===== src/rtl/axis_step_pkg.sv =====
// ============================================================================
// Module      : axis_step_pkg
// Description : Shared types and helpers for the arithmetic-step AXIS source.
// Revision    : 1.0 - initial release
// ============================================================================
`default_nettype none

package axis_step_pkg;

  typedef enum logic [0:0] {
    IDLE = 1'b0,
    SEND = 1'b1
  } state_t;

  // Width needed to hold n beats of w bits summed without overflow.
  function automatic int sum_width(input int w, input int n);
    return w + $clog2(n + 1);
  endfunction

endpackage

`default_nettype wire


===== src/rtl/axis_step_source.sv =====
// ============================================================================
// Module      : axis_step_source
// Description : AXI-Stream master emitting one arithmetic-sequence packet per
//               accepted command and tracking the running sum of its beats.
// Revision    : 1.0 - initial release
// ============================================================================
`default_nettype none

module axis_step_source
  import axis_step_pkg::*;
#(
  parameter int  WIDTH       = 3,
  parameter int  NO_OF_STEPS = 4,
  localparam int SUM_W       = sum_width(WIDTH, NO_OF_STEPS)
) (
  input  logic             clk,
  input  logic             rst,
  input  logic             cmd_valid,
  output logic             cmd_ready,
  input  logic [WIDTH-1:0] cmd_start,
  input  logic [WIDTH-1:0] cmd_step,
  output logic             m_valid,
  input  logic             m_ready,
  output logic [WIDTH-1:0] m_data,
  output logic             m_last,
  output logic [SUM_W-1:0] sum,
  output logic             done
);

  localparam int CNT_W = (NO_OF_STEPS > 1) ? $clog2(NO_OF_STEPS) : 1;
  localparam logic [CNT_W-1:0] LAST_CNT = CNT_W'(NO_OF_STEPS - 1);

  if (NO_OF_STEPS < 1) begin : g_bad_steps
    $error("axis_step_source: NO_OF_STEPS must be >= 1");
  end

  state_t             state;
  state_t             state_next;
  logic [WIDTH-1:0]   step;
  logic [CNT_W-1:0]   cnt;
  logic               cmd_fire;
  logic               beat_fire;
  logic               last_beat;

  // cmd_ready comes straight from the state flop, so it never sees m_ready.
  assign cmd_ready = (state == IDLE);

  always_ff @(posedge clk) begin
    if (rst) begin
      state <= IDLE;
    end else begin
      state <= state_next;
    end
  end

  always_comb begin
    state_next = state;
    cmd_fire   = 1'b0;
    beat_fire  = 1'b0;
    last_beat  = (cnt == LAST_CNT);
    case (state)
      IDLE: begin
        cmd_fire = cmd_valid;
        if (cmd_valid) begin
          state_next = SEND;
        end
      end
      SEND: begin
        beat_fire = m_valid && m_ready;
        if (beat_fire && last_beat) begin
          state_next = IDLE;
        end
      end
      default: state_next = IDLE;
    endcase
  end

  always_ff @(posedge clk) begin
    if (rst) begin
      step    <= '0;
      cnt     <= '0;
      m_valid <= 1'b0;
      m_data  <= '0;
      m_last  <= 1'b0;
      sum     <= '0;
      done    <= 1'b0;
    end else begin
      done <= 1'b0;
      if (cmd_fire) begin
        step    <= cmd_step;
        m_data  <= cmd_start;
        cnt     <= '0;
        sum     <= '0;
        m_valid <= 1'b1;
        m_last  <= (NO_OF_STEPS == 1);
      end
      if (beat_fire) begin
        sum <= sum + SUM_W'(m_data);
        if (!last_beat) begin
          m_data <= m_data + step;
          cnt    <= cnt + CNT_W'(1);
          m_last <= ((cnt + CNT_W'(1)) == LAST_CNT);
        end else begin
          // m_data is left at the final beat value; only valid/last drop.
          m_valid <= 1'b0;
          m_last  <= 1'b0;
          done    <= 1'b1;
        end
      end
    end
  end

endmodule

`default_nettype wire


===== config.mk =====
export PLATFORM = sky130hd
export DESIGN_NAME = axis_step_source
export DESIGN_NICKNAME = d
export VERILOG_FILES = /design/src/rtl/axis_step_pkg.sv /design/src/rtl/axis_step_source.sv
export SDC_FILE = /design/constraint.sdc
export NUM_CORES = 1
export LEC_CHECK = 0
export ABC_AREA = 1
export CELL_PAD_IN_SITES_DETAIL_PLACEMENT = 1
export CELL_PAD_IN_SITES_GLOBAL_PLACEMENT = 1
export CORE_MARGIN = 5
export CORE_UTILIZATION = 40
export CTS_CLUSTER_SIZE = 14
export DETAILED_ROUTE_END_ITERATION = 8
export DONT_BUFFER_PORTS = 1
export PLACE_DENSITY_LB_ADDON = 0.1
export SKIP_LAST_GASP = 1
export SYNTH_ARGS = -nofsm -noshare
export SYNTH_HDL_FRONTEND = slang
export SYNTH_SLANG_ARGS = --single-unit

===== constraint.sdc =====
create_clock -name clk -period 2.1 [get_ports clk]
set_input_delay 0.21 -clock clk [delete_from_list [all_inputs] [get_ports clk]]
set_output_delay 0.21 -clock clk [all_outputs]
set_load 0.01 [all_outputs]

Yosys cells after proc, flatten, opt, wreduce, memory -nomap -nowiden --
Cells that the tools add are included.
Cells by class: reduce and logical (&&, ||, !) cells 4, bitwise gates (word level) 2, add/sub/neg operators 3, equality and inequality tests 2, multiplexer cells 20
Operator list (number):
- $mux W6 | 2
- $mux W1 | 11
- $mux W3 | 3
- $add A6 B3 Y6 | 1
- $mux W2 | 3
- $eq A2 B2 Y1 const B | 2
- $add A3 B3 Y3 | 1
- $add A2 B1 Y2 const B | 1
- $logic_and A1 B1 Y1 | 2
- $not A1 Y1 | 2
- $pmux W1 S2 | 1
- $reduce_bool A2 Y1 | 1
- $reduce_or A2 Y1 | 1
Storage, ports and cells: word-level logic and storage cells 39, bits in registers 18, output and inout port bits 13

Depth between registers and ports, before layout --
depth in word-level cells 4, gate-level depth with buffers 8

Least setup slack after synthesis --
No wires, ideal clock.
path type reg2reg, from register m_data[0], to register sum[4], arrival time 1246 ps, path buffers 0, library setup time 122 ps, required time 1978 ps, setup slack 732 ps, cell stages (with the launch flop) 9, clock period less this slack 1368 ps, cell sequence dfxtp_1 -> ha_1 -> fa_1 -> nand2_1 -> nand2_1 -> nand2_1 -> nand2_1 -> nand2_1 -> a21oi_1
On the way: word-level cells in the longest chain between the ends 2
RTL lines:
- from (decl) | RTL line axis_step_source.sv:24 | output logic [WIDTH-1:0] m_data,
- from (signal assigned) | RTL line axis_step_source.sv:91 | m_data <= cmd_start;
- from (signal assigned) | RTL line axis_step_source.sv:100 | m_data <= m_data + step;
- $add A6 B3 Y6 | RTL line axis_step_source.sv:98 | sum <= sum + SUM_W'(m_data);
- $mux W6 | RTL line axis_step_source.sv:97 | if (beat_fire) begin
- to (signal assigned) | RTL line axis_step_source.sv:98
- to (decl) | RTL line axis_step_source.sv:26 | output logic [SUM_W-1:0] sum,
No other way between the ends. A chain may end at the register's enable or synchronous reset.

Final worst setup path --
Ends and elaborated chain as after synthesis.

==> flow_summary.yaml <==
cts:
  cts-htree-levels: 1
  cts_tree: "yes"
  cts.sinks: 18
  cts-root-buf: "clkbuf_4"
  cts_buffers: 3
  clkTransAtPathRegs_ns: 0.11
  worstSkewPairLatency_ns: 0.30
  ctsResizeCount: 0
  clk_path_buf_depth: 2
critical_path:
  worstReg2RegStart: "m_data[0]"
  cp-end-kind: "flip-flop"
  crit_path_max_incr_delay_ns: 0.41
  path_cells: "ha_1, fa_1, nand2_1, nand2_1, nand2_1, o21ai_0, a21oi_1"
  critPathMostFrequentCell: "nand2_1"
  cp.required_ns: 2.34
  arrival_ns: 1.74
  cpMaxStageDelayCell: "fa_1"
  crit_family: "adder cells"
  crit_fanout: 4
  crit_path_start: "m_data[0]"
  startpoint_type: "flip-flop"
  crit_buf_inv: 0
  criticalPathCategory: "flip-flop to flip-flop"
sta:
  fin_crit_ns: 1.50
  finalHoldViolCount: 0
  slew_headroom: 0.759
  finalClockSkew_ns: 0.00679
  drv_slew: 0
  tightest_slew_ns: 0.361
  max_freq_mhz: 666
  setup_viol: 0
  hold_ws_ns: 0.0496
  fin_crit_sh: 0.715
  tns_ns: 0
  rsz0062_at_grt: "no"
global_routing:
  grt_pass1_wl_um: 3970
  grt_use_total: 0.154
  grt_pass1_vias: 858
  grtUsageMet1: 0.193
  gr-usage-met2: 0.248
  grt_antenna_before_repair: 0
  busiest_layer: "met2"
  gr-usage-met3: 0.0307
  globalRouteOverflowTotal: 0
  grt_max_degree: 13
drt:
  vias_per_cell: 5.16
  routed_wl_um: 2310
  drtPass1Iterations: 3
  vias: 800
  antenna_left: 0
  first_iter_violations: 9
  drc: 0
  wl_per_cell_um: 14.9
yosys:
  synth-edff-count: 0
  syn_area_per_cell_um2: 7.63
  syn_nets: 143
  synthCells: 125
  syn-cell-area_um2: 953
  synth_cell_type_count: 22
  ys.flop_type: "dfxtp_1"
  ys_warn_count: 0
  synthArstFlopShare: 0
  yosysSeqAreaShare: 0.378
  ys_ff_latch: 18
power:
  peakVddDrop_mv: 0.281
  power_leakage_nw: 0.461
  power.density_nw_per_um2: 624
floorplan:
  initial_core_util: 0.423
  std_cell_rows: 17
  fp.dieW_um: 58.8
  io_pins: 23
  core-area_um2: 2250
  die_h_um: 58.8
  die_area_um2: 3460
final_layout:
  num_antenna_cells: 0
  fin_area_um2: 998
  num-fill-cells: 299
  area_growth_pct: 4.72
  drive_gt1_frac: 0.0945
  final-seq-area_um2: 360
  multiInputGateArea_um2: 522
  nets: 147
placed_design:
  port_buffers: 0
  postPlaceCellArea_um2: 966
  dpl.hpwl_um: 1800
  gp_congestion: 0.739
status:
  status: "complete, no violations"
min_path:
  hp-start: "cmd_valid"
  hold_path.class: "input port to flip-flop"
run:
  max_cap_violations: 0
worst paths after layout:
kind	depth (start not counted)	slack, ns	endpoint
worst max-delay path	7	0.60	sum[4]
worst min-delay path	2	0.05	state
worst max register to register	7	0.60	sum[4]
worst min register to register	2	0.50	step[0]
synthesized netlist by cell type (2+ instances only):
| cell type | n | area [µm²] |
|---|---|---|
| nand2_1 | 35 | 131 |
| dfxtp_1 | 18 | 360 |
| o21ai_0 | 6 | 30.0 |
| inv_1 | 9 | 33.8 |
| nand2_2 | 2 | 12.5 |
| nor2_1 | 21 | 78.8 |
| nand3_1 | 4 | 20.0 |
| a21oi_1 | 8 | 40.0 |
| buf_6 | 2 | 22.5 |
| nand3_2 | 2 | 20.0 |
| fa_1 | 2 | 40.0 |
| ha_1 | 6 | 75.1 |
sequential cells by signal, indices dropped and copies added, names as in the netlist:
name / count
m_last: 1
step: 3
m_data: 3
done: 1
cnt: 2
state: 1
sum: 6
m_valid: 1
per-stage QoR:
step / util / power [mW] / cells / setup WS [ns]
after global placement: 0.428 / 0.447 / 151 / 0.657
final: 0.443 / 0.623 / 155 / 0.598
after CTS: 0.443 / 0.637 / 155 / 0.585
after floorplan: - / 0.436 / 125 / 0.732
after detailed placement: 0.428 / 0.451 / 151 / 0.605
after global routing: 0.443 / 0.664 / 155 / 0.474
layout make-up:
| class | instances | share of cell area |
|---|---|---|
| clock buffers | 3 | 0.0226 |
| multi-input cells | 93 | 0.523 |
| well taps | 28 | 0.0351 |
| flip-flops and latches | 18 | 0.361 |
| inverters | 12 | 0.0489 |
| repair buffers | 1 | 0.0100 |
placed cells by master, fill, tap and decap left out, drive strengths merged:
cell type / instances
clkbuf: 3
nand4: 1
o21ai: 6
nand3: 7
nand2: 37
xnor2: 1
fa: 2
nor2: 22
ha: 6
a22oi: 1
inv: 11
a21oi: 8
dlygate4sd3: 1
nor3: 1
dfxtp: 18
clkinv: 1
xor2: 1
worst register-to-register path, cell delays in order (launching register included):
cell     delay, ns
dfxtp_1       0.38
ha_1          0.25
fa_1          0.41
nand2_1       0.09
nand2_1       0.05
nand2_1       0.07
o21ai_0       0.08
a21oi_1       0.13
cells by family (layout without fill, tap and decap cells):
logic type / Yosys count / after routing / synth area share
simple gates: 68 / 68 / 0.327
flops: 18 / 18 / 0.378
compound gates: 15 / 15 / 0.0814
buf+inv: 14 / 16 / 0.0748
fa+ha+maj: 8 / 8 / 0.121
xor+xnor: 2 / 2 / 0.0184
report_power, final:
| part | internal [mW] | switching, mW |
|---|---|---|
| sequential | 0.354 | 0.0193 |
| combinational | 0.0258 | 0.0442 |
| clock | 0.0669 | 0.113 |
repair_timing:
action	4_1_cts	5_1_grt
setup endpoints to repair	0	0
setup buffers	0	0
hold buffers	1	0
endpoints found under the hold margin	6	0
per-layer routing:
| metal | wire length [µm] | vias up |
|---|---|---|
| li1 | - | 401 |
| met1 | 1000 | 382 |
| met2 | 1160 | 13 |
| met3 | 101 | 4 |
| met4 | 46 | 0 |
| met5 | 0 | - |
Power figures use the tool's default switching activity.
